**src/rtl/alu_ser_pkg.sv**
```systemverilog
// Shared constants for the bit-serial ALU sequencer: operation codes and FSM state encoding.
package alu_ser_pkg;

    localparam logic [1:0] OP_AND   = 2'b00;
    localparam logic [1:0] OP_OR    = 2'b01;
    localparam logic [1:0] OP_ARITH = 2'b10;
    localparam logic [1:0] OP_SLT   = 2'b11;

    localparam logic [1:0] IDLE     = 2'b00;
    localparam logic [1:0] CALC     = 2'b01;
    localparam logic [1:0] SLT_PASS = 2'b10;
    localparam logic [1:0] DONE     = 2'b11;

endpackage

```
**src/rtl/alu_serial_ctrl_if.sv**
```systemverilog
// Request/response handshake bundle for alu_serial_ctrl.
// The master side issues requests and consumes results; the slave side is the controller.
interface alu_serial_ctrl_if #(parameter int WIDTH = 8);

    logic             req_valid;
    logic             req_ready;
    logic [WIDTH-1:0] req_a;
    logic [WIDTH-1:0] req_b;
    logic [1:0]       req_op;
    logic             req_sub;
    logic             rsp_valid;
    logic             rsp_ready;
    logic [WIDTH-1:0] rsp_result;
    logic             rsp_carry;
    logic             rsp_ovf;
    logic             rsp_zero;

    modport master (
        output req_valid, req_a, req_b, req_op, req_sub, rsp_ready,
        input  req_ready, rsp_valid, rsp_result, rsp_carry, rsp_ovf, rsp_zero
    );

    modport slave (
        input  req_valid, req_a, req_b, req_op, req_sub, rsp_ready,
        output req_ready, rsp_valid, rsp_result, rsp_carry, rsp_ovf, rsp_zero
    );

endinterface

```
**src/rtl/alu_ser_shreg.sv**
```systemverilog
// WIDTH-bit register with parallel load and right shift (new bit enters at the MSB).
module alu_ser_shreg #(
    parameter int WIDTH = 8
) (
    input  logic             clk,
    input  logic             rst_n,
    input  logic             load,
    input  logic [WIDTH-1:0] load_val,
    input  logic             shift,
    input  logic             shift_in,
    output logic [WIDTH-1:0] q
);

    // Load wins over shift so a fresh value can replace a shifting one in the same cycle.
    always_ff @(posedge clk or negedge rst_n) begin
        if (!rst_n)
            q <= '0;
        else if (load)
            q <= load_val;
        else if (shift)
            q <= {shift_in, q[WIDTH-1:1]};
    end

endmodule

```
**src/rtl/alu_serial_ctrl.sv**
```systemverilog
// Bit-serial sequencer driving a 1-bit ALU slice, LSB first, with a carry flip-flop between bits.
// Optional macro ALU_SER_FAST_SLT_EN: SLT result is formed directly after the subtract pass.
module alu_serial_ctrl
    import alu_ser_pkg::*;
#(
    parameter int WIDTH = 8,
    parameter int CNT_W = $clog2(WIDTH)
) (
    input  logic               clk,
    input  logic               rst_n,
    alu_serial_ctrl_if.slave   bus,
    output logic               slice_a,
    output logic               slice_b,
    output logic               slice_i3,
    output logic               slice_add_sub,
    output logic               slice_cin,
    output logic [1:0]         slice_op,
    input  logic               slice_r,
    input  logic               slice_co
);

    logic [1:0]       state;
    logic [CNT_W-1:0] cnt;
    logic [1:0]       op_q;
    logic             sub_q;
    logic             carry_q;
    logic             cin_msb_q;
    logic             cout_q;
    logic             rsp_valid_q;
    logic [WIDTH-1:0] a_q;
    logic [WIDTH-1:0] b_q;
    logic [WIDTH-1:0] res_q;
    logic             accept;
    logic             last;
    logic             in_calc;
    logic             in_slt;
    logic             less_now;
    logic             res_load;
    logic [WIDTH-1:0] res_load_val;
    logic             unused_bits;
`ifndef ALU_SER_FAST_SLT_EN
    logic             less_q;
`endif

    assign accept      = (state == IDLE) && bus.req_valid;
    assign last        = (cnt == CNT_W'(WIDTH - 1));
    assign in_calc     = (state == CALC);
    assign in_slt      = (state == SLT_PASS);
    assign less_now    = slice_r ^ slice_cin ^ slice_co;
    assign unused_bits = ^{a_q[WIDTH-1:1], b_q[WIDTH-1:1]};

`ifdef ALU_SER_FAST_SLT_EN
    assign res_load     = accept || (in_calc && last && (op_q == OP_SLT));
    assign res_load_val = accept ? '0 : {{(WIDTH-1){1'b0}}, less_now};
`else
    assign res_load     = accept;
    assign res_load_val = '0;
`endif

    alu_ser_shreg #(.WIDTH(WIDTH)) u_a_reg (
        .clk(clk), .rst_n(rst_n), .load(accept), .load_val(bus.req_a),
        .shift(in_calc), .shift_in(1'b0), .q(a_q)
    );

    alu_ser_shreg #(.WIDTH(WIDTH)) u_b_reg (
        .clk(clk), .rst_n(rst_n), .load(accept), .load_val(bus.req_b),
        .shift(in_calc), .shift_in(1'b0), .q(b_q)
    );

    alu_ser_shreg #(.WIDTH(WIDTH)) u_res_reg (
        .clk(clk), .rst_n(rst_n), .load(res_load), .load_val(res_load_val),
        .shift(in_calc || in_slt), .shift_in(slice_r), .q(res_q)
    );

    // Slice drive: SLT borrows the subtractor in CALC, then uses the i3 path in SLT_PASS.
    always_comb begin
        slice_a       = 1'b0;
        slice_b       = 1'b0;
        slice_i3      = 1'b0;
        slice_add_sub = 1'b0;
        slice_cin     = 1'b0;
        slice_op      = 2'b00;
        if (in_calc) begin
            slice_a       = a_q[0];
            slice_b       = b_q[0];
            slice_op      = (op_q == OP_SLT) ? OP_ARITH : op_q;
            slice_add_sub = (op_q == OP_ARITH) ? sub_q : (op_q == OP_SLT);
            slice_cin     = (cnt == '0) ? slice_add_sub : carry_q;
        end else if (in_slt) begin
            slice_op = OP_SLT;
`ifndef ALU_SER_FAST_SLT_EN
            slice_i3 = (cnt == '0) ? less_q : 1'b0;
`endif
        end
    end

    // Sequencer; MSB carry-in/out are captured on the last CALC bit for the flags.
    always_ff @(posedge clk or negedge rst_n) begin
        if (!rst_n) begin
            state       <= IDLE;
            cnt         <= '0;
            op_q        <= OP_AND;
            sub_q       <= 1'b0;
            carry_q     <= 1'b0;
            cin_msb_q   <= 1'b0;
            cout_q      <= 1'b0;
            rsp_valid_q <= 1'b0;
`ifndef ALU_SER_FAST_SLT_EN
            less_q      <= 1'b0;
`endif
        end else begin
            case (state)
                IDLE: begin
                    if (bus.req_valid) begin
                        op_q    <= bus.req_op;
                        sub_q   <= bus.req_sub;
                        cnt     <= '0;
                        carry_q <= 1'b0;
                        state   <= CALC;
                    end
                end
                CALC: begin
                    carry_q <= slice_co;
                    if (last) begin
                        cnt       <= '0;
                        cin_msb_q <= slice_cin;
                        cout_q    <= slice_co;
`ifdef ALU_SER_FAST_SLT_EN
                        state     <= DONE;
`else
                        less_q    <= less_now;
                        state     <= (op_q == OP_SLT) ? SLT_PASS : DONE;
`endif
                    end else begin
                        cnt <= cnt + 1'b1;
                    end
                end
                SLT_PASS: begin
                    if (last) begin
                        cnt   <= '0;
                        state <= DONE;
                    end else begin
                        cnt <= cnt + 1'b1;
                    end
                end
                DONE: begin
                    if (!rsp_valid_q) begin
                        rsp_valid_q <= 1'b1;
                    end else if (bus.rsp_ready) begin
                        rsp_valid_q <= 1'b0;
                        state       <= IDLE;
                    end
                end
                default: state <= IDLE;
            endcase
        end
    end

    assign bus.req_ready  = (state == IDLE);
    assign bus.rsp_valid  = rsp_valid_q;
    assign bus.rsp_result = rsp_valid_q ? res_q : '0;
    assign bus.rsp_carry  = rsp_valid_q && (op_q == OP_ARITH) && cout_q;
    assign bus.rsp_ovf    = rsp_valid_q && (op_q == OP_ARITH) && (cin_msb_q ^ cout_q);
    assign bus.rsp_zero   = rsp_valid_q && (res_q == '0);

endmodule

```
**src/flat_wrapper.sv**
```systemverilog
// flat-port wrapper written by rule: the top's interface ports become plain ports
module alu_serial_ctrl_flat import alu_ser_pkg::*;
#(
    parameter int WIDTH = 8,
    parameter int CNT_W = $clog2(WIDTH)
)
  (clk, rst_n, slice_a, slice_b, slice_i3, slice_add_sub, slice_cin, slice_op, slice_r, slice_co, bus_req_valid, bus_req_a, bus_req_b, bus_req_op, bus_req_sub, bus_rsp_ready, bus_req_ready, bus_rsp_valid, bus_rsp_result, bus_rsp_carry, bus_rsp_ovf, bus_rsp_zero);
  alu_serial_ctrl_if #(.WIDTH(WIDTH)) bus_i ();
  input  logic clk;
  input  logic rst_n;
  output logic slice_a;
  output logic slice_b;
  output logic slice_i3;
  output logic slice_add_sub;
  output logic slice_cin;
  output logic [1:0] slice_op;
  input  logic slice_r;
  input  logic slice_co;
  input wire logic [$bits(bus_i.req_valid)-1:0] bus_req_valid;
  input wire logic [$bits(bus_i.req_a)-1:0] bus_req_a;
  input wire logic [$bits(bus_i.req_b)-1:0] bus_req_b;
  input wire logic [$bits(bus_i.req_op)-1:0] bus_req_op;
  input wire logic [$bits(bus_i.req_sub)-1:0] bus_req_sub;
  input wire logic [$bits(bus_i.rsp_ready)-1:0] bus_rsp_ready;
  output wire logic [$bits(bus_i.req_ready)-1:0] bus_req_ready;
  output wire logic [$bits(bus_i.rsp_valid)-1:0] bus_rsp_valid;
  output wire logic [$bits(bus_i.rsp_result)-1:0] bus_rsp_result;
  output wire logic [$bits(bus_i.rsp_carry)-1:0] bus_rsp_carry;
  output wire logic [$bits(bus_i.rsp_ovf)-1:0] bus_rsp_ovf;
  output wire logic [$bits(bus_i.rsp_zero)-1:0] bus_rsp_zero;
  assign bus_i.req_valid = bus_req_valid;
  assign bus_i.req_a = bus_req_a;
  assign bus_i.req_b = bus_req_b;
  assign bus_i.req_op = bus_req_op;
  assign bus_i.req_sub = bus_req_sub;
  assign bus_i.rsp_ready = bus_rsp_ready;
  assign bus_req_ready = bus_i.req_ready;
  assign bus_rsp_valid = bus_i.rsp_valid;
  assign bus_rsp_result = bus_i.rsp_result;
  assign bus_rsp_carry = bus_i.rsp_carry;
  assign bus_rsp_ovf = bus_i.rsp_ovf;
  assign bus_rsp_zero = bus_i.rsp_zero;
  alu_serial_ctrl #(.WIDTH(WIDTH), .CNT_W(CNT_W)) u_core (.clk(clk), .rst_n(rst_n), .bus(bus_i), .slice_a(slice_a), .slice_b(slice_b), .slice_i3(slice_i3), .slice_add_sub(slice_add_sub), .slice_cin(slice_cin), .slice_op(slice_op), .slice_r(slice_r), .slice_co(slice_co));
endmodule
```
**config.mk**
```make
export PLATFORM = sky130hd
export DESIGN_NAME = alu_serial_ctrl_flat
export DESIGN_NICKNAME = d
export VERILOG_FILES = /design/src/rtl/alu_ser_pkg.sv /design/src/rtl/alu_serial_ctrl_if.sv /design/src/rtl/alu_ser_shreg.sv /design/src/rtl/alu_serial_ctrl.sv /design/src/flat_wrapper.sv
export SDC_FILE = /design/constraint.sdc
export NUM_CORES = 1
export LEC_CHECK = 0
export CELL_PAD_IN_SITES_DETAIL_PLACEMENT = 1
export CELL_PAD_IN_SITES_GLOBAL_PLACEMENT = 1
export CORE_ASPECT_RATIO = 1.4
export CORE_UTILIZATION = 35
export CTS_BUF_LIST = sky130_fd_sc_hd__clkbuf_4
export DETAILED_ROUTE_END_ITERATION = 8
export GPL_ROUTABILITY_DRIVEN = 0
export PLACE_DENSITY_LB_ADDON = 0.1
export SYNTH_ARGS = -nofsm -noshare
export SYNTH_HDL_FRONTEND = slang
export SYNTH_SLANG_ARGS = --single-unit
```
**constraint.sdc**
```tcl
create_clock -name clk -period 2.9 [get_ports clk]
set_input_delay 0.58 -clock clk [delete_from_list [all_inputs] [get_ports clk]]
set_output_delay 0.58 -clock clk [all_outputs]
set_load 0.03 [all_outputs]
```
==> metrics.md <==
| Metric | Value |
|---|---|
| Status | completed |
| Synth Area in Adders | 4.51% |
| Max-cap violations | 0 |
| Kind of critical path | flip-flop to output pin |
| Syn. warnings | 0 |
| Crit-path cells | inv_1 -> ha_1 -> buf_4 -> and2_1 -> clkdlybuf4s50_1 |
| ANT nets after route | 0 |
| I/O pin count | 45 |
| EDFF count, synth | 0 |
| Largest net degree at the start of global routing | 38 |
| Reg2reg setup slack | 1050 ps |
| Max Fanout on Critical Path | 14 |
| Psw | 1170 µW |
| Area delta synth->final | 26.4% |
| Final Hold Viols | 0 |
| Final setup margin | 177 ps |
| Hold-fix buffers at CTS | 0 |
| Hold WC Path Type | primary input to asynchronous set/reset pin |
| Core Area | 5280 µm² |
| RR Startpoint | u_core.state[0] |
| Antenna violations before repair | 0 |
| Largest family of logic cells by synthesized area | simple AND/OR/NAND/NOR gates |
| RSZ-0062 raised after global routing | no |
| Post-synth cell types | 34 |
| Vias in the first global route | 1623 |
| Sequential area share after synthesis | 47.6% |
| Vias per cell | 4.92 |
| Root buf cell | clkbuf_4 |
| Total Routing Usage GR | 16.5% |
| Switching Share | 43.3% |
| CP peak stage delay | 660 ps |
| Share of cells above drive strength 1 | 11.6% |
| Post-Route WL | 4.27 mm |
| DR vias | 1465 |
| Detailed placement HPWL | 3.20 mm |
| Final Slew Violations | 0 |
| Fmax | 367 MHz |
| Clock buffer count from CTS | 5 |
| Tcrit/Tclk final | 93.9% |
| Total global routing overflow | 0 |
| Horiz. Die Dim | 65.0 µm |
| Post-synthesis cell area | 1940 µm² |
| DR WL/cell | 14.3 µm |
| Synth Instances | 187 |
| Worst skew pair latency | 330 ps |
| Die Ht | 90.2 µm |
| Clk buf depth | 2 |
| Initial DRC count | 22 |
| IO Port Bufs | 44 |
| Synth Area in XOR/XNOR | 1.35% |
| Syn Nets | 219 |
| Compound-gate portion of the synthesized area | 9.59% |
| Slowest CP cell | clkdlybuf4s50_1 |
| H-tree levels | 2 |
| First-pass GRT wire length | 7.52 mm |
| TritonRoute pass-1 iters | 4 |
| Postcts setup bufs | 0 |
| P_leak | 0.00108 µW |
| Setup crit start kind | flip-flop |
| CP Capture Type | output pin |
| Cell Pwr Density | 1100 nW/µm² |
| Slew @ Worst Pin | 857 ps |
| Worst path arrival time | 2140 ps |
| Dpl ws | 567 ps |
| Clock skew | 10.5 ps |
| Die ar. | 5860 µm² |
| Worst reg-to-reg path cell count | 6 |
| Period minus WS final | 2720 ps |
| Cell internal pwr | 1540 µW |
| Combinational share of power | 55.0% |
| Area share of and/or/nand/nor cells after synthesis | 16.3% |
| Syn_area_per_cell | 10.4 µm² |
| Top_reg_cell synth | dfrtp_1 |
| DRC Markers | 0 |
| CTS tree | built |
| Clock power frac | 9.5% |
| Post-synth ARST share | 100% |
| Antenna cell count | 0 |
| Worst-path clk slew | 110 ps |
| Resize count post-CTS | 0 |
| Reg power frac | 35.5% |
| Num Clock Sinks | 37 |
| Setup tns final | 0 ps |
| Initial Util | 36.8% |
| Final net count | 263 |
| Mux cell area share after synthesis | 15.9% |
| Final Setup Violations | 0 |
| FF-to-FF End | u_core.u_b_reg.q[1] |
| CP Data Required Time | 2320 ps |
| Number of synthesized register bits | 37 |
| Max-slew headroom | 42.9% |
| FP Rows | 31 |
| Max IR drop VDD | 0.371 mV |
## sequential cells by signal (all words and copies together), names as in the netlist
name	cells
u_core.bus.rsp_valid	1
u_core.carry_q	1
u_core.cin_msb_q	1
u_core.cnt	3
u_core.cout_q	1
u_core.less_q	1
u_core.op_q	2
u_core.state	2
u_core.sub_q	1
u_core.u_a_reg.q	8
u_core.u_b_reg.q	8
u_core.u_res_reg.q	8
## per-layer routing
metal | track usage, % | share of wire [%] | vias to the layer above | wire (µm)
met5 | 0 | 0 | - | 0
met4 | 5.56 | 1.5 | 0 | 62
met3 | 3.68 | 3.7 | 5 | 160
met2 | 28.9 | 53 | 36 | 2270
met1 | 19.2 | 42 | 706 | 1780
li1 | - | - | 718 | -
## per-stage QoR
step / cells / utilization, % / cell area [µm²] / power [µW] / hold WS, ps
after floorplan: 187 / - / 1940 / 2050 / 284
after global placement: 290 / 45.6 / 2410 / 2420 / 490
after detailed placement: 290 / 45.6 / 2410 / 2490 / 503
after CTS: 298 / 46.6 / 2460 / 2760 / 359
after global routing: 298 / 46.6 / 2460 / 2960 / 383
final: 298 / 46.6 / 2460 / 2710 / 341
## worst max-delay path by stage
stage,slack (ps),cells after the start,endpoint,start
floorplan,500,3,bus_rsp_zero,u_core.bus.rsp_valid
global placement,610,5,slice_b,u_core.state[1]
detailed placement,570,5,slice_b,u_core.state[1]
CTS,150,5,slice_b,u_core.state[1]
global route,60,5,slice_b,u_core.state[1]
finish,180,5,slice_b,u_core.state[1]
## kinds of logic after synthesis
logic type / after synthesis
fa+ha+maj: 7
mux: 29
xor+xnor: 3
flops: 37
compound gates: 30
buf+inv: 16
simple gates: 65
## Yosys cell counts, types with 2 or more instances
cell	count	share of area (%)
a32o_1	3	1.5
and2_1	11	3.5
buf_2	4	1.0
buf_4	4	1.5
dfrtp_1	37	48
ha_1	7	4.5
inv_1	5	0.97
mux2_2	5	2.9
mux2i_1	23	12
nand2_1	26	5.0
nand2b_1	3	0.97
nor2_1	14	2.7
nor4_1	2	0.64
o21ai_0	18	4.6
o21ai_1	4	1.0
xnor2_1	3	1.4
## cell usage in the layout (no fill, tap or decap), drive strengths merged
| cell type | count |
|---|---|
| a32o | 3 |
| a211oi | 1 |
| buf | 10 |
| nand2 | 26 |
| nor4 | 2 |
| mux2i | 24 |
| clkbuf | 5 |
| nor2 | 15 |
| o221ai | 1 |
| nand3b | 1 |
| a21bo | 1 |
| clkdlybuf4s50 | 38 |
| nand2b | 4 |
| dfrtp | 37 |
| o211ai | 1 |
| o21a | 1 |
| mux2 | 5 |
| or3 | 1 |
| clkinv | 3 |
| and2 | 11 |
| inv | 5 |
| nand3 | 1 |
| nor2b | 2 |
| nor3b | 1 |
| o21ai | 22 |
| nor3 | 1 |
| ha | 7 |
| xnor2 | 3 |
## critical path, delay by kind of cell (launching register included)
kind	cells	cell delay, ps
flip-flops	1	440
buffers and inverters	3	1010
adder cells (fa/ha/maj)	1	200
AND/OR/NAND/NOR	1	160
## power by group through the flow
stage / sequential (µW) / combinational [µW] / clock (µW)
floorplan: 910 / 1140 / 0
global placement: 956 / 1460 / 0
detailed placement: 980 / 1510 / 0
CTS: 966 / 1520 / 271
global route: 1000 / 1660 / 293
finish: 962 / 1490 / 256
## layout make-up
cell class | count | area [µm²]
inverters | 5 | 18.8
clock inverters | 3 | 12.5
multi-input cells | 134 | 926
fillers | 599 | 2820
clock buffers | 5 | 37.5
flip-flops and latches | 37 | 926
well taps | 66 | 82.6
repair buffers | 48 | 453
Power figures use the tool's default switching activity.
